$ cat config.mk
export PLATFORM = sky130hd
export DESIGN_NAME = uart_rx_ctrl_sched
export DESIGN_NICKNAME = d
export VERILOG_FILES = /design/src/rtl/uart_rx_ctrl_sched.sv
export SDC_FILE = /design/constraint.sdc
export NUM_CORES = 1
export LEC_CHECK = 0
export ABC_AREA = 1
export CAP_MARGIN = 10
export CORE_UTILIZATION = 51
export DETAILED_ROUTE_END_ITERATION = 6
export GPL_TIMING_DRIVEN = 0
export PLACE_DENSITY_LB_ADDON = 0.25
export RECOVER_POWER = 25
export SLEW_MARGIN = 5
export SYNTH_ARGS = -nofsm -noshare
export SYNTH_HDL_FRONTEND = slang
export SYNTH_SLANG_ARGS = --single-unit
$ cat constraint.sdc
create_clock -name clk -period 2.9 [get_ports clk]
set_input_delay 0.58 -clock clk [delete_from_list [all_inputs] [get_ports clk]]
set_output_delay 0.58 -clock clk [all_outputs]
set_load 0.05 [all_outputs]
$ cat src/rtl/uart_rx_ctrl_sched.sv
// Control wrapper around the UART RX core: shadowed configuration applied only
// while RX is idle, an output byte FIFO with valid/ready, and a saturating error counter.
module uart_rx_ctrl_sched #(
  parameter int DATA_WIDTH    = 8,
  parameter int FIFO_DEPTH    = 4,
  parameter int ERR_CNT_WIDTH = 8
) (
  input  logic                          clk,
  input  logic                          syn_reset,
  input  logic                          cfg_wr_en,
  input  logic                          cfg_parity_enable,
  input  logic                          cfg_parity_type,
  input  logic [5:0]                    cfg_prescale,
  output logic                          cfg_busy,
  output logic [1:0]                    cfg_state,
  input  logic                          rx_busy,
  output logic                          rx_enable,
  output logic                          rx_parity_enable,
  output logic                          rx_parity_type,
  output logic [5:0]                    rx_prescale,
  input  logic                          rx_data_valid,
  input  logic [DATA_WIDTH-1:0]         rx_p_data,
  input  logic                          rx_parity_error,
  input  logic                          rx_stop_error,
  output logic [DATA_WIDTH-1:0]         out_data,
  output logic                          out_valid,
  input  logic                          out_ready,
  output logic [$clog2(FIFO_DEPTH):0]   fifo_count,
  output logic                          overrun_err,
  output logic [ERR_CNT_WIDTH-1:0]      err_count,
  input  logic                          err_clr
);

  // Handshake: a byte leaves the FIFO on a rising edge where out_valid && out_ready;
  // out_data is stable while out_valid is high and out_ready is low.

  localparam int AW = $clog2(FIFO_DEPTH);
  localparam int CW = AW + 1;
  localparam int SW = ERR_CNT_WIDTH + 2;

  typedef enum logic [1:0] {
    ST_RUN   = 2'd0,
    ST_HOLD  = 2'd1,
    ST_APPLY = 2'd2
  } cfg_state_t;

  cfg_state_t state;
  logic       pend_parity_enable;
  logic       pend_parity_type;
  logic [5:0] pend_prescale;

  assign cfg_state = state;

  function automatic logic prescale_ok(input logic [5:0] p);
    return (p == 6'd8) || (p == 6'd16) || (p == 6'd32);
  endfunction

  always_ff @(posedge clk) begin
    if (syn_reset) begin
      state              <= ST_RUN;
      cfg_busy           <= 1'b0;
      rx_enable          <= 1'b1;
      rx_parity_enable   <= 1'b0;
      rx_parity_type     <= 1'b0;
      rx_prescale        <= 6'd8;
      pend_parity_enable <= 1'b0;
      pend_parity_type   <= 1'b0;
      pend_prescale      <= 6'd8;
    end else begin
      case (state)
        ST_RUN: begin
          if (cfg_wr_en) begin
            pend_parity_enable <= cfg_parity_enable;
            pend_parity_type   <= cfg_parity_type;
            pend_prescale      <= cfg_prescale;
            cfg_busy           <= 1'b1;
            rx_enable          <= 1'b0;
            state              <= ST_HOLD;
          end
        end
        ST_HOLD: begin
          // Wait for any in-flight frame to finish before touching RX settings.
          if (!rx_busy) state <= ST_APPLY;
        end
        ST_APPLY: begin
          rx_parity_enable <= pend_parity_enable;
          rx_parity_type   <= pend_parity_type;
          if (prescale_ok(pend_prescale)) rx_prescale <= pend_prescale;
          cfg_busy  <= 1'b0;
          rx_enable <= 1'b1;
          state     <= ST_RUN;
        end
        default: state <= ST_RUN;
      endcase
    end
  end

  logic [DATA_WIDTH-1:0] mem [FIFO_DEPTH];
  logic [AW-1:0]         wr_ptr;
  logic [AW-1:0]         rd_ptr;
  logic [CW-1:0]         count;
  logic                  full;
  logic                  do_pop;
  logic                  do_push;
  logic                  overrun_evt;

  assign full        = (count == CW'(FIFO_DEPTH));
  assign out_valid   = (count != '0);
  assign out_data    = out_valid ? mem[rd_ptr] : '0;
  assign fifo_count  = count;
  assign do_pop      = out_valid && out_ready;
  // When full, a same-cycle pop frees the slot the push writes into.
  assign do_push     = rx_data_valid && (!full || do_pop);
  assign overrun_evt = rx_data_valid && full && !do_pop;

  always_ff @(posedge clk) begin
    if (do_push) mem[wr_ptr] <= rx_p_data;
  end

  always_ff @(posedge clk) begin
    if (syn_reset) begin
      wr_ptr      <= '0;
      rd_ptr      <= '0;
      count       <= '0;
      overrun_err <= 1'b0;
    end else begin
      overrun_err <= overrun_evt;
      if (do_push) wr_ptr <= wr_ptr + AW'(1);
      if (do_pop)  rd_ptr <= rd_ptr + AW'(1);
      case ({do_push, do_pop})
        2'b10:   count <= count + CW'(1);
        2'b01:   count <= count - CW'(1);
        default: count <= count;
      endcase
    end
  end

  logic [SW-1:0] err_sum;

  assign err_sum = {2'b00, err_count}
                 + {{(SW-1){1'b0}}, rx_parity_error}
                 + {{(SW-1){1'b0}}, rx_stop_error}
                 + {{(SW-1){1'b0}}, overrun_evt};

  always_ff @(posedge clk) begin
    if (syn_reset || err_clr) begin
      err_count <= '0;
    end else if (err_sum > {2'b00, {ERR_CNT_WIDTH{1'b1}}}) begin
      err_count <= '1;
    end else begin
      err_count <= err_sum[ERR_CNT_WIDTH-1:0];
    end
  end

endmodule

# Word-level counts from Yosys, hierarchy flattened
# Memories as Yosys holds them, arrays and structs flattened. A register that Yosys moved wholly into a read port is not among the register bits.
# Index checks and enable logic that the tools add are counted.
[op_classes] n_addsub=7 magnitude_cmp=1 n_eq_ne=10 mux=14 reduce_logical=18
[op_table] operator="8-bit 2-to-1 mux" count=2
[op_table] operator="10-bit by 1-bit adder with 10-bit output" count=1
[op_table] operator="9-bit by 1-bit adder with 10-bit output" count=1
[op_table] operator="10-bit by 8-bit > comparator with 1-bit output, second input constant" count=1
[op_table] operator="8-bit by 1-bit adder with 9-bit output" count=1
[op_table] operator="2-bit 2-to-1 mux" count=4
[op_table] operator="2-bit AND reduction" count=4
[op_table] operator="6-bit by 4-bit == test with 1-bit output, second input constant" count=1
[op_table] operator="6-bit by 5-bit == test with 1-bit output, second input constant" count=1
[op_table] operator="6-bit == test, second input constant" count=1
[op_table] operator="3-bit one-hot mux with 2 select lines" count=1
[op_table] operator="2-bit by 1-bit adder with 2-bit output, second input constant" count=2
[op_table] operator="2-bit by 1-bit == test with 1-bit output, second input constant" count=2
[op_table] operator="2-bit == test, second input constant" count=2
[op_table] operator="1-bit logical AND" count=4
[op_table] operator="1-bit logical OR" count=4
[op_table] operator="1-bit 2-to-1 mux" count=4
[op_table] operator="2-bit inequality test, second input constant" count=2
[op_table] operator="1-bit one-hot mux with 2 select lines" count=2
[op_table] operator="2-bit one-hot mux with 2 select lines" count=1
[op_table] operator="2-bit nonzero test" count=2
[op_table] operator="3-bit by 1-bit adder with 3-bit output, second input constant" count=1
[op_table] operator="3-bit == test, second input constant" count=1
[op_table] operator="3-bit nonzero test" count=1
[op_table] operator="other kinds (3)" count=4
[word_totals] regBits=36 ramBits=32 in_bits=25 output_inout_bits=33 elab_cells=65 n_memories=1
[memory_table] name="mem" depth=4 width=8 rd=1 rd_clocked_by_memory_dff=1 write_ports=1 line_no="98" source="logic [DATA_WIDTH-1:0] mem [FIFO_DEPTH];"

# Logic depth before layout (Yosys ltp)
[depth] ltp_word=7 depth_mapped=14 mapped_depth_nobuf=14

# Least setup slack after synthesis
# Ideal clock, no wire load.
[synth_timing] kind="register to register" from="register count[0] (netlist: fifo_count[0])" to="register err_count[5]" setup_time_ps=56 arrival_ps=2605 t_required_ps=2844 setup_slack_ps=239 path_stages_with_launch=15 period_less_slack_ps=2661 path_cell_list="dfxtp_1 -> nor2_2 -> nand3_2 -> nor2_1 -> fa_1 -> ha_1 -> inv_1 -> fa_1 -> inv_1 -> nand2_1 -> nor2_2 -> nand3_2 -> nand3_1 -> nand2_1 -> inv_1"
[synth_between] elab_chain_cells=7 word_cells_on_any_way=9
[synth_lines] item="from (decl)" line_no="101" source="logic [CW-1:0] count;"
[synth_lines] item="from (signal assigned)" line_no="131" source="2'b10: count <= count + CW'(1);"
[synth_lines] item="from (signal assigned)" line_no="132" source="2'b01: count <= count - CW'(1);"
[synth_lines] item="from (signal assigned)" line_no="133" source="default: count <= count;"
[synth_lines] item="3-bit nonzero test" line_no="108" source="assign out_valid = (count != '0);"
[synth_lines] item="1-bit logical AND" line_no="111" source="assign do_pop = out_valid && out_ready;"
[synth_lines] item="1-bit logical NOT" line_no="114" source="assign overrun_evt = rx_data_valid && full && !do_pop;"
[synth_lines] item="1-bit logical AND *" line_no="114"
[synth_lines] item="named net overrun_evt" line_no="105" source="logic overrun_evt;"
[synth_lines] item="10-bit by 1-bit adder with 10-bit output *" line_no="143" source="+ {{(SW-1){1'b0}}, overrun_evt};"
[synth_lines] item="10-bit by 8-bit > comparator with 1-bit output" line_no="148" source="end else if (err_sum > {2'b00, {ERR_CNT_WIDTH{1'b1}}}) begin"
[synth_lines] item="8-bit 2-to-1 mux *" line_no="148"
[synth_lines] item="to (signal assigned)" line_no="151" source="err_count <= err_sum[ERR_CNT_WIDTH-1:0];"
[synth_lines] item="to (decl)" line_no="30" source="output logic [ERR_CNT_WIDTH-1:0] err_count,"
# The timed path passes the listed nets; every way through them passes the cells marked *.
# A chain may end at the register's enable or synchronous reset.

==> run metrics <==
Critical Path Source Type flip-flop; Die Area 0.00613 mm^2; ys async rst share 0; Final nets 422; met3 wire length 304 um; combinational group share of total power 0.352; Net Sw Frac 0.372; DR WL/cell 12.7 um; synth-to-layout area growth 29.2%; # clock sinks 70; metal2 WL 2950 um; clock root cell clkbuf_8; Pint 0.00190 W; Synth area leader edfxtp_1; hold depth 2; HP Start rx_prescale[2]; drt drc 0; clk_skew 5.01 ps; gr ovfl total 0; worst reg2reg endpoint err_count[5]; Final Hold Viols 0; max-slew violation count 0; unrepaired setup endpoints after global routing false; EDFF count, synth 32; min-delay worst type flip-flop to flip-flop; worst skew pair latency 330 ps; Max clock buf depth 2; Post-Layout Cell Count 464; Post-synth top cells nor2_1, dfxtp_1, inv_1; via count 2310; Seq/Total Area, Yosys 0.580; Psw 0.00112 W; Max Freq 356 MHz; Initial Utilization 0.533; initial antenna violation count 0; DIE WIDTH 78.3 um; Metal-1 WL 2510 um; Clock power frac 0.262; Pwr Total 0.00302 W; Worst R2R Start fifo_count[0]; Die Y 78.3 um; most common flop cell mapped by yosys dfxtp_1; diode count 0; hold worst-path end rx_prescale[2]; Final ANT Viol Nets 0; Slew headroom 0.461; Avg Inst Size Synth 9.28 um^2; maximum number of pins on one net before global-route repair 13; kind of critical path flip-flop to primary output; Slew @ Worst Pin 805 ps; Synth cell types 25; minimum clock period 2810 ps; # port buffers 56; most numerous cell in the Yosys netlist nor2_1; # hold bufs at CTS 0; final-report setup violation count 0; share of cells above drive strength 1 0.115; crit-path max FO 9; Cell Area, Synth 0.00297 mm^2; vias in the first global route 2196; GP Congestion 0.806; H-tree level count 3; Post-Route WL 5880 um; reg2reg path depth 14; num rows 27; pwr/cell area 787 mW/mm^2; total of max-cap violations 0; Via-to-Cell Ratio 4.98; Yosys warning count 0; synthesized flop and latch total 70; top-area cell type share of the netlist area 0.324; first-pass GRT wire length 9530 um; period utilization 0.969; DRT Pass-1 Iters 4; share of power burned in registers 0.386; Core ar. 0.00557 mm^2; flop-to-flop setup slack 480 ps; Arr. time, crit path 2230 ps; I/O pins 58; cells after synthesis 320; Reg clk slew, reported paths 70 ps; Num CTS Buffers 9; synth top area cells edfxtp_1, dfxtp_1, nor2_1; Worst setup EP type primary output; total placed cells including tap cells 448; leakage power 1.54 nW; TritonCTS clock tree built; initial DRC count 107; outcome complete, no violations; WP data required 2320 ps; Peak VDD IR 0.000674 V; Detailed Place HPWL 4150 um; total track usage 0.206; Top Layer Used met4; Synth Net Count 355
layout make-up:
type	count	area, um^2
sequential	70	1720
timing repair buffer	56	563
multi-input combinational	200	1040
fill	444	1740
buffer	8	53.8
inverter	42	158
clock inverter	5	57.6
clock buffer	11	151
tap	72	90.1
timing repair:
item | CTS | global route
setup buffers | 0 | 0
endpoints found under the setup margin | 0 | 7
resized for setup | 0 | 3
how the worst max path moves through the flow:
| stage | startpoint | cells past startpoint | endpoint | slack, ps |
|---|---|---|---|---|
| after floorplan | fifo_count[0] | 14 | err_count[5] | 240 |
| after global placement | out_ready | 15 | err_count[5] | -230 |
| after detailed placement | out_ready | 15 | err_count[5] | -240 |
| after CTS | flip-flop | 6 | out_data[5] | 70 |
| after global routing | out_ready | 15 | err_count[5] | 10 |
| final | flip-flop | 6 | out_data[0] | 90 |
per-layer routing:
layer,up-vias,track usage
li1,1180,-
met5,-,0
met2,56,0.353
met3,10,0.0500
met4,0,0.113
met1,1064,0.238
registers in the layout, summed over array words and instances (netlist names), named ones only:
register / cells
cfg_state: 2
mem: 32
rx_enable: 1
overrun_err: 1
rx_parity_type: 1
pend_parity_enable: 1
wr_ptr: 2
fifo_count: 3
pend_parity_type: 1
cfg_busy: 1
pend_prescale: 6
rx_parity_enable: 1
err_count: 8
rx_prescale: 6
rd_ptr: 2
cells by family after synthesis:
logic type | after synthesis | synth area share
DFF | 70 | 0.580
AOI/OAI and AO/OA | 59 | 0.101
buffers and inverters | 50 | 0.0712
xor gates and xnor gates | 2 | 0.00590
and+or+nand+nor | 129 | 0.193
adders and majority gates | 10 | 0.0497
placed cells by master, fill, tap and decap left out, types with 2 or more instances in the layout:
master           synthesis  layout
clkbuf_8                 0      11
buf_4                    3       3
o21bai_1                 2       2
a21oi_1                 25      25
nand3_1                 15      15
nor3_1                   2       2
o21ai_0                 17      17
nand3_2                  3       3
fa_1                     3       2
clkdlybuf4s50_1          0      46
buf_2                    4       4
o21ai_1                 15      15
nor2_4                   2       2
clkinvlp_4               0       3
inv_1                   37      37
xor2_1                   2       2
nand2_2                  5       5
dlygate4sd3_1            0       9
nand2_1                 31      31
inv_2                    5       5
ha_1                     7       6
dfxtp_1                 38      38
nor2_1                  65      65
nor2_2                   3       3
edfxtp_1                32      32
worst max-delay path, stage by stage (launching register included):
cell and delay, ps:
dfxtp_1 300, buf_2 210, inv_1 210, nor2_1 140
o21ai_1 70, a21oi_1 140, clkdlybuf4s50_1 830
stage by stage:
stage	setup TNS (ps)	util	hold slack, ps	worst slack, ps	cell area (um^2)
6_report	0	0.688	442	89.6	3840
5_1_grt	0	0.688	472	11.8	3840
4_1_cts	0	0.687	439	66.7	3830
3_5_place_dp	-1590	0.650	430	-242	3620
3_3_place_gp	-1440	0.650	424	-234	3620
2_1_floorplan	0	-	429	239	2970
power groups by stage:
stage	registers (W)	logic [W]	clock network, W
global placement	0.00118	0.00105	0
global route	0.00118	0.00115	0.000839
floorplan	0.00126	0.000642	0
detailed placement	0.00119	0.00107	0
CTS	0.00117	0.00107	0.000812
finish	0.00117	0.00106	0.000790
Note: power is estimated with default switching activity, not from simulation.
